### src/rtl/growing_avg_signed_pkg.sv
`default_nettype none
// ============================================================================
//  Module      : growing_avg_signed_pkg
//  Description : Shared defaults and helpers for the signed block averager.
//  Revision    : 1.0 - initial release
// ============================================================================
package growing_avg_signed_pkg;

  localparam int c_n_default        = 16;
  localparam int c_max_log2_default = 8;

  // Limit the requested log2 window length to what the accumulator supports.
  function automatic logic [7:0] clamp_log2(input logic [7:0] req,
                                            input logic [7:0] limit);
    return (req > limit) ? limit : req;
  endfunction

endpackage
`default_nettype wire

### src/rtl/growing_avg_signed_acc.sv
`default_nettype none
// ============================================================================
//  Module      : growing_avg_signed_acc
//  Description : Signed accumulator with sign-extended add and clear-on-add.
//                The combinational sum (acc + x) is exported so the parent can
//                form the window result on the same edge that closes it.
//  Revision    : 1.0 - initial release
// ============================================================================
module growing_avg_signed_acc #(
  parameter int N     = 16,
  parameter int ACC_W = 24
) (
  input  logic                    clk,
  input  logic                    rst_n,
  input  logic                    en,
  input  logic                    clear,
  input  logic signed [N-1:0]     x,
  output logic signed [ACC_W-1:0] sum
);

  logic signed [ACC_W-1:0] r_acc;
  logic signed [ACC_W-1:0] w_x_ext;

  assign w_x_ext = {{(ACC_W-N){x[N-1]}}, x};
  assign sum     = r_acc + w_x_ext;

  // Accumulate accepted samples; a closing sample restarts the sum at zero.
  always_ff @(posedge clk) begin
    if (!rst_n) begin
      r_acc <= '0;
    end else if (en) begin
      r_acc <= clear ? '0 : sum;
    end
  end

endmodule
`default_nettype wire

### src/rtl/growing_avg_signed.sv
`default_nettype none
// ============================================================================
//  Module      : growing_avg_signed
//  Description : Streaming block averager. Sums 2^n valid signed samples, then
//                emits floor(mean) with a one-cycle new_dat strobe and restarts
//                with a fresh, non-overlapping window.
//  Revision    : 1.0 - initial release
// ============================================================================
module growing_avg_signed
  import growing_avg_signed_pkg::*;
#(
  parameter int N        = c_n_default,
  parameter int MAX_LOG2 = c_max_log2_default
) (
  input  logic                clk,
  input  logic                rst_n,
  input  logic                valid,
  input  logic signed [N-1:0] x,
  input  logic [7:0]          N_AVGS_in,
  output logic                new_dat,
  output logic signed [N-1:0] y
);

  localparam int ACC_W = N + MAX_LOG2;
  localparam int CNT_W = MAX_LOG2 + 1;
  localparam logic [CNT_W-1:0] c_cnt_one = CNT_W'(1);

  logic [CNT_W-1:0]        r_cnt;
  logic [7:0]              r_n_lat;
  logic signed [N-1:0]     r_y;
  logic                    r_new;

  logic [7:0]              w_n_req;
  logic [7:0]              w_n_cur;
  logic                    w_first;
  logic                    w_last;
  logic [CNT_W-1:0]        w_target;
  logic signed [ACC_W-1:0] w_sum;
  logic signed [N-1:0]     w_mean;

  // The first sample of a window uses the live request; later samples use the
  // length captured with that first sample, so mid-window changes wait.
  assign w_n_req  = clamp_log2(N_AVGS_in, 8'(MAX_LOG2));
  assign w_first  = (r_cnt == '0);
  assign w_n_cur  = w_first ? w_n_req : r_n_lat;
  assign w_target = c_cnt_one << w_n_cur;
  assign w_last   = (r_cnt == (w_target - c_cnt_one));

  // Arithmetic shift floors toward -inf; the mean of N-bit values fits in N bits.
  assign w_mean   = N'(w_sum >>> w_n_cur);

  growing_avg_signed_acc #(
    .N     (N),
    .ACC_W (ACC_W)
  ) u_acc (
    .clk   (clk),
    .rst_n (rst_n),
    .en    (valid),
    .clear (w_last),
    .x     (x),
    .sum   (w_sum)
  );

  // Window bookkeeping, registered result and completion strobe.
  always_ff @(posedge clk) begin
    if (!rst_n) begin
      r_cnt   <= '0;
      r_n_lat <= '0;
      r_y     <= '0;
      r_new   <= 1'b0;
    end else begin
      r_new <= valid && w_last;
      if (valid) begin
        if (w_first) begin
          r_n_lat <= w_n_req;
        end
        r_cnt <= w_last ? '0 : (r_cnt + c_cnt_one);
        if (w_last) begin
          r_y <= w_mean;
        end
      end
    end
  end

  assign new_dat = r_new;
  assign y       = r_y;

endmodule
`default_nettype wire

### config.mk
export PLATFORM = sky130hd
export DESIGN_NAME = growing_avg_signed
export DESIGN_NICKNAME = d
export VERILOG_FILES = /design/src/rtl/growing_avg_signed_pkg.sv /design/src/rtl/growing_avg_signed_acc.sv /design/src/rtl/growing_avg_signed.sv
export SDC_FILE = /design/constraint.sdc
export NUM_CORES = 1
export LEC_CHECK = 0
export ABC_AREA = 1
export ABC_CLOCK_PERIOD_IN_PS = 4750
export CORE_ASPECT_RATIO = 0.6
export CORE_MARGIN = 2
export CORE_UTILIZATION = 61
export DETAILED_ROUTE_END_ITERATION = 16
export PLACE_DENSITY = 0.93
export SKIP_CTS_REPAIR_TIMING = 1
export SYNTH_ARGS = -nofsm -noshare
export SYNTH_HDL_FRONTEND = slang
export SYNTH_SLANG_ARGS = --single-unit
### constraint.sdc
create_clock -name clk -period 4.75 [get_ports clk]
set_clock_uncertainty 0.2 [all_clocks]
set_input_delay 0.7125 -clock clk [delete_from_list [all_inputs] [get_ports clk]]
set_output_delay 0.7125 -clock clk [all_outputs]
set_load 0.03 [all_outputs]
# Word-level counts from Yosys, hierarchy flattened
# Cells that the tools add are included.
[op_classes]
n_reduce_logical = 3
order_cmp = 1
n_shift = 2
mux = 4
add_sub_neg = 3
eq_ne = 1
[ops]
columns = ["op", "count"]
rows = [
  ["$add 24x16->24", 1],
  ["$mux 24", 1],
  ["$sshr 24x8->16", 1],
  ["$mux 8", 2],
  ["$add 9x1->9 const B", 1],
  ["$eq 9x9->1", 1],
  ["$logic_not 9->1", 1],
  ["$mux 9", 1],
  ["$shl 1x8->9 const A", 1],
  ["$sub 9x1->9 const B", 1],
  ["$gt 8x4->1 const B", 1],
  ["$reduce_and 2->1", 1],
  ["$logic_and 1x1->1", 1],
]
[word_totals]
reg_bits = 58
input_bits = 27

# Logic depth before layout (Yosys ltp)
[depth]
ltp_word = 7
depth_mapped = 26

# Modules after synthesis
# Synthesis repeated with hierarchy kept, for this count alone.
[unflattened]
cells_unflattened = 1085
hier_area_um2 = 6147.1
[by_module_without_submodules]
columns = ["mod", "cells_each", "area_each_um2", "n_inst", "seq_area_each_um2"]
rows = [
  ["growing_avg_signed", 622, 3495.9, 1, 680.7],
  ["growing_avg_signed_acc", 463, 2651.3, 1, 480.5],
]

# Worst setup path after synthesis
# Ideal clock, no wire load.
[synth_timing]
kind = "input port to flip-flop"
from = "in N_AVGS_in[6]"
to = "reg r_y[10] (netlist: y[10])"
t_arrival_ps = 3228
cell_stages = 22
required_ps = 4436
setup_time_ps = 114
path_slack_ps = 1208
path_cell_list = "nor2_1 -> nand3_1 -> nor2_1 -> o21ai_0 -> nand2_1 -> nand2_2 -> inv_1 -> buf_1 -> nand4_1 -> ha_1 -> xor2_1 -> nand3_1 -> inv_1 -> nand2_1 -> nor2_1 -> nand2_1 -> nor2_2 -> nand3_4 -> nor2_4 -> nand2_1 -> nor2_1 -> nor2_1"
[synth_via]
elab_chain_len = 7
word_cells_on_any_way = 8
classes_between = "add/sub (1); order compare (1); eq/ne (1); shift (2); mux (2); reduce/logical (1)"
[synth_lines]
columns = ["item", "line_no", "source"]
rows = [
  ["start: declaration", "growing_avg_signed.sv:19", "input logic [7:0] N_AVGS_in,"],
  ["$gt 8x4->1", "growing_avg_signed_pkg.sv:15", "return (req > limit) ? limit : req;"],
  ["$mux 8 (*)", "growing_avg_signed_pkg.sv:15", ""],
  ["$mux 8 (*)", "--", ""],
  ["$shl 1x8->9", "growing_avg_signed.sv:46", "assign w_target = c_cnt_one << w_n_cur;"],
  ["$sub 9x1->9", "growing_avg_signed.sv:47", "assign w_last = (r_cnt == (w_target - c_cnt_one));"],
  ["$eq 9x9->1", "growing_avg_signed.sv:47", ""],
  ["$reduce_and 2->1 (no line)", "--", ""],
  ["end signal: assignment", "growing_avg_signed.sv:79", "r_y <= w_mean;"],
  ["end: declaration", "growing_avg_signed.sv:30", "logic signed [N-1:0] r_y;"],
]
# Mark *: on every way between the ends. The rest lies on a longest branch, timed or not.
# A chain may end at the register's enable or synchronous reset.

# Final worst setup path
[layout_timing]
from = "in N_AVGS_in[2]"
to = "reg r_cnt[6]"
[layout_via]
elab_chain_len = 7
[layout_lines]
columns = ["item", "line_no", "source"]
rows = [
  ["$gt 8x4->1", "growing_avg_signed_pkg.sv:15", ""],
  ["$mux 8 (*)", "growing_avg_signed_pkg.sv:15", ""],
  ["$mux 8 (*)", "--", ""],
  ["$shl 1x8->9 (*)", "growing_avg_signed.sv:46", ""],
  ["$sub 9x1->9 (*)", "growing_avg_signed.sv:47", ""],
  ["$eq 9x9->1 (*)", "growing_avg_signed.sv:47", ""],
  ["$mux 9 (*)", "growing_avg_signed.sv:77", "r_cnt <= w_last ? '0 : (r_cnt + c_cnt_one);"],
  ["end signal: assignment", "growing_avg_signed.sv:77", ""],
  ["end: declaration", "growing_avg_signed.sv:28", "logic [CNT_W-1:0] r_cnt;"],
]
# Marks and branches as above.

==> impl_metrics.toml <==
[run_status]
outcome = "completed"

[synthesis]
yosys_register_bits = 58
synthTopCellsByArea = "nand2_1, dfxtp_1, nand3_1"
synth_top_area_frac = 0.235
syn_inst = 1062
synthAdderAreaFrac = 0.0582
synth_top_family_by_area = "simple AND/OR/NAND/NOR gates"
synth_enable_flop_cells = 0
yosys.area_share.simple = 0.553
yosys_most_used_dff = "dfxtp_1"
synth.distinct_cells = 39
post-synth-top-count-cell = "nand2_1"
yosys.area.top_type = "nand2_1"
yosys.area_share.xor_xnor = 0.0251
ys_warn_count = 0
yosys-top-cells-count = "nand2_1, nand3_1, inv_1"
synthArstFlopShare = 0
synth_compound_gate_area_share = 0.0662
syn_area_per_cell_um2 = 5.59
synth_mux_area_frac = 0
syn-num-nets = 1116
seq_area_frac_synth = 0.196
syn_area_um2 = 5930

[sta]
hold_violations = 0
tns_ps = 0
max_freq_mhz = 245
setup_violations = 0
rsz0062_at_grt = "false"
relSlewSlack = 0.383
fin_ws_ps = 670
tightest_slew_ps = 917
fin_crit_ps = 4080
drv_slew = 0
fin_crit_sh = 0.859

[cells_and_area]
stdcell_area_um2 = 6760
drive_gt1_frac = 0.0602
syn_to_final_growth_pct = 14.0
antenna_cells = 0
fill_cells = 816
multi_input_comb_area_um2 = 4170
register_area_um2 = 1160
fin_nets = 1146

[route]
via_per_inst = 5.91
via_count = 7245
drt-initial-drc-count = 1063
dr_wl_met3_um = 2790
drtPass1Iterations = 7
route.detailed.drc = 0
wl_met1_um = 8630
avgRoutedWirePerCell_um = 15.1
top_layer = "met4"
routed_wirelength_um = 18600
wl_met2_um = 6800
antenna_left = 0

[global_routing]
grt_first_pass_wirelength_um = 31200
antenna_found_initial = 0
grt_max_degree = 44
grt_pass1_vias = 6445
grt_util_all_layers = 0.368
globalRouteOverflowTotal = 0

[setup_path]
end_kind = "flip-flop"
start_kind = "primary input"
crit_fanout = 11
crit_type = "primary input to flip-flop"
cpMostUsedCell = "nand2_1"
critPathMaxStageDelay_ps = 570
path_cells = "clkdlybuf4s50_1 -> nor3_1 -> o21ai_0 -> nand2_1 -> nand2_2 -> nand2_1 -> nor2_1 -> nand2_1 -> ha_1 -> xor2_1 -> nand3_1 -> inv_1 -> nand2_1 -> nor2_1 -> nand2_1 -> inv_1 -> nand2_1 -> nor2_2 -> nand3_1 -> buf_4 -> nand2_1 -> nor3b_1"
slowest_stage = "clkdlybuf4s50_1"
cp_data_arrival_time_ps = 4090
cp.required_ps = 4760

[power_and_ir_drop]
p_leak_nw = 3.52
power_per_cell_area_nw_per_um2 = 321
ir_drop_mv = 0.206

[floorplanning]
initial_core_util = 0.636
dieWidth_um = 131
die_area_um2 = 10600
ioPinCount = 44
die_h_um = 80.4
fp.coreArea_um2 = 9320
rows = 27

[cts]
clkLatencyLatePin_ps = 340
clkTransAtPathRegs_ps = 60
clock-root-buffer = "clkbuf_16"
clk_path_buf_depth = 2
htreeDepth = 3
cts_sinks = 58
cts_tree = "built"
cts_buffers = 9

[placement]
dpl_cell_area_um2 = 6470
place_ws_ps = 419
port_buffers = 43
gp_congestion = 1.01
hpwl_um = 14400

[run]
maxCapViolCount = 0

[min_path]
holdCritPathClass = "flip-flop to flip-flop"
-- sequential cells by signal (all words and copies together), names as in the netlist --
register and cells:
r_cnt 9, y 16, r_n_lat 8, u_acc.r_acc 24, new_dat 1
-- path summary, 6_finish.rpt --
check,from,end,slack [ps],cells after the start
setup / recovery,N_AVGS_in[2],r_cnt[6],670,22
hold / removal,y[11],y[11],270,2
setup reg to reg,r_cnt[0],r_cnt[6],720,23
hold reg to reg,y[11],y[11],270,2
-- cell families (layout without fill, tap and decap cells) --
| family | Yosys count | in the layout |
|---|---|---|
| buf+inv | 157 | 191 |
| flops | 58 | 58 |
| xor+xnor | 17 | 17 |
| simple gates | 732 | 732 |
| compound gates | 71 | 71 |
| fa+ha+maj | 27 | 27 |
-- where the power goes --
part | switching [mW] | internal (mW) | total (mW)
logic | 0.649 | 0.327 | 0.976
clock network | 0.246 | 0.415 | 0.661
registers | 0.0175 | 0.516 | 0.533
-- critical path, delay by kind of cell --
family	cells	cell delay (ps)
compound gates	1	280
simple gates	15	1670
xor+xnor	1	170
buf+inv	4	900
fa+ha+maj	1	330
-- layer usage --
metal / up-vias / global-route usage
li1: 3527 / -
met4: 0 / 0.0967
met2: 512 / 0.522
met5: - / 0
met3: 46 / 0.122
met1: 3160 / 0.528
-- metrics by stage --
stage | hold WS, ps | std cells | total power, mW | util
floorplan | 244 | 1062 | 1.25 | -
global placement | 258 | 1211 | 1.46 | 0.694
detailed placement | 257 | 1211 | 1.47 | 0.694
CTS | 268 | 1226 | 2.14 | 0.725
global route | 290 | 1226 | 2.30 | 0.725
finish | 267 | 1226 | 2.17 | 0.725
-- cells in the final DEF, fill, tap and decap left out, drive strengths merged --
master	count
a211oi	3
a21boi	2
a21oi	51
a31oi	1
and2	1
and3	2
buf	12
bufinv	1
clkbuf	10
clkdlybuf4s50	43
clkinv	2
clkinvlp	2
dfxtp	58
fa	1
ha	26
inv	121
nand2	380
nand3	223
nand3b	9
nand4	23
nor2	82
nor3	5
nor3b	3
nor4	3
o21ai	11
o21bai	2
o31ai	1
or2	1
xnor2	2
xor2	15
-- layout make-up --
class,instances,area share
well taps,130,0.0241
repair buffers,55,0.0770
multi-input cells,847,0.617
inverters,121,0.0672
clock buffers,10,0.0353
clock inverters,5,0.00814
flip-flops and latches,58,0.172
Power figures use the tool's default switching activity.
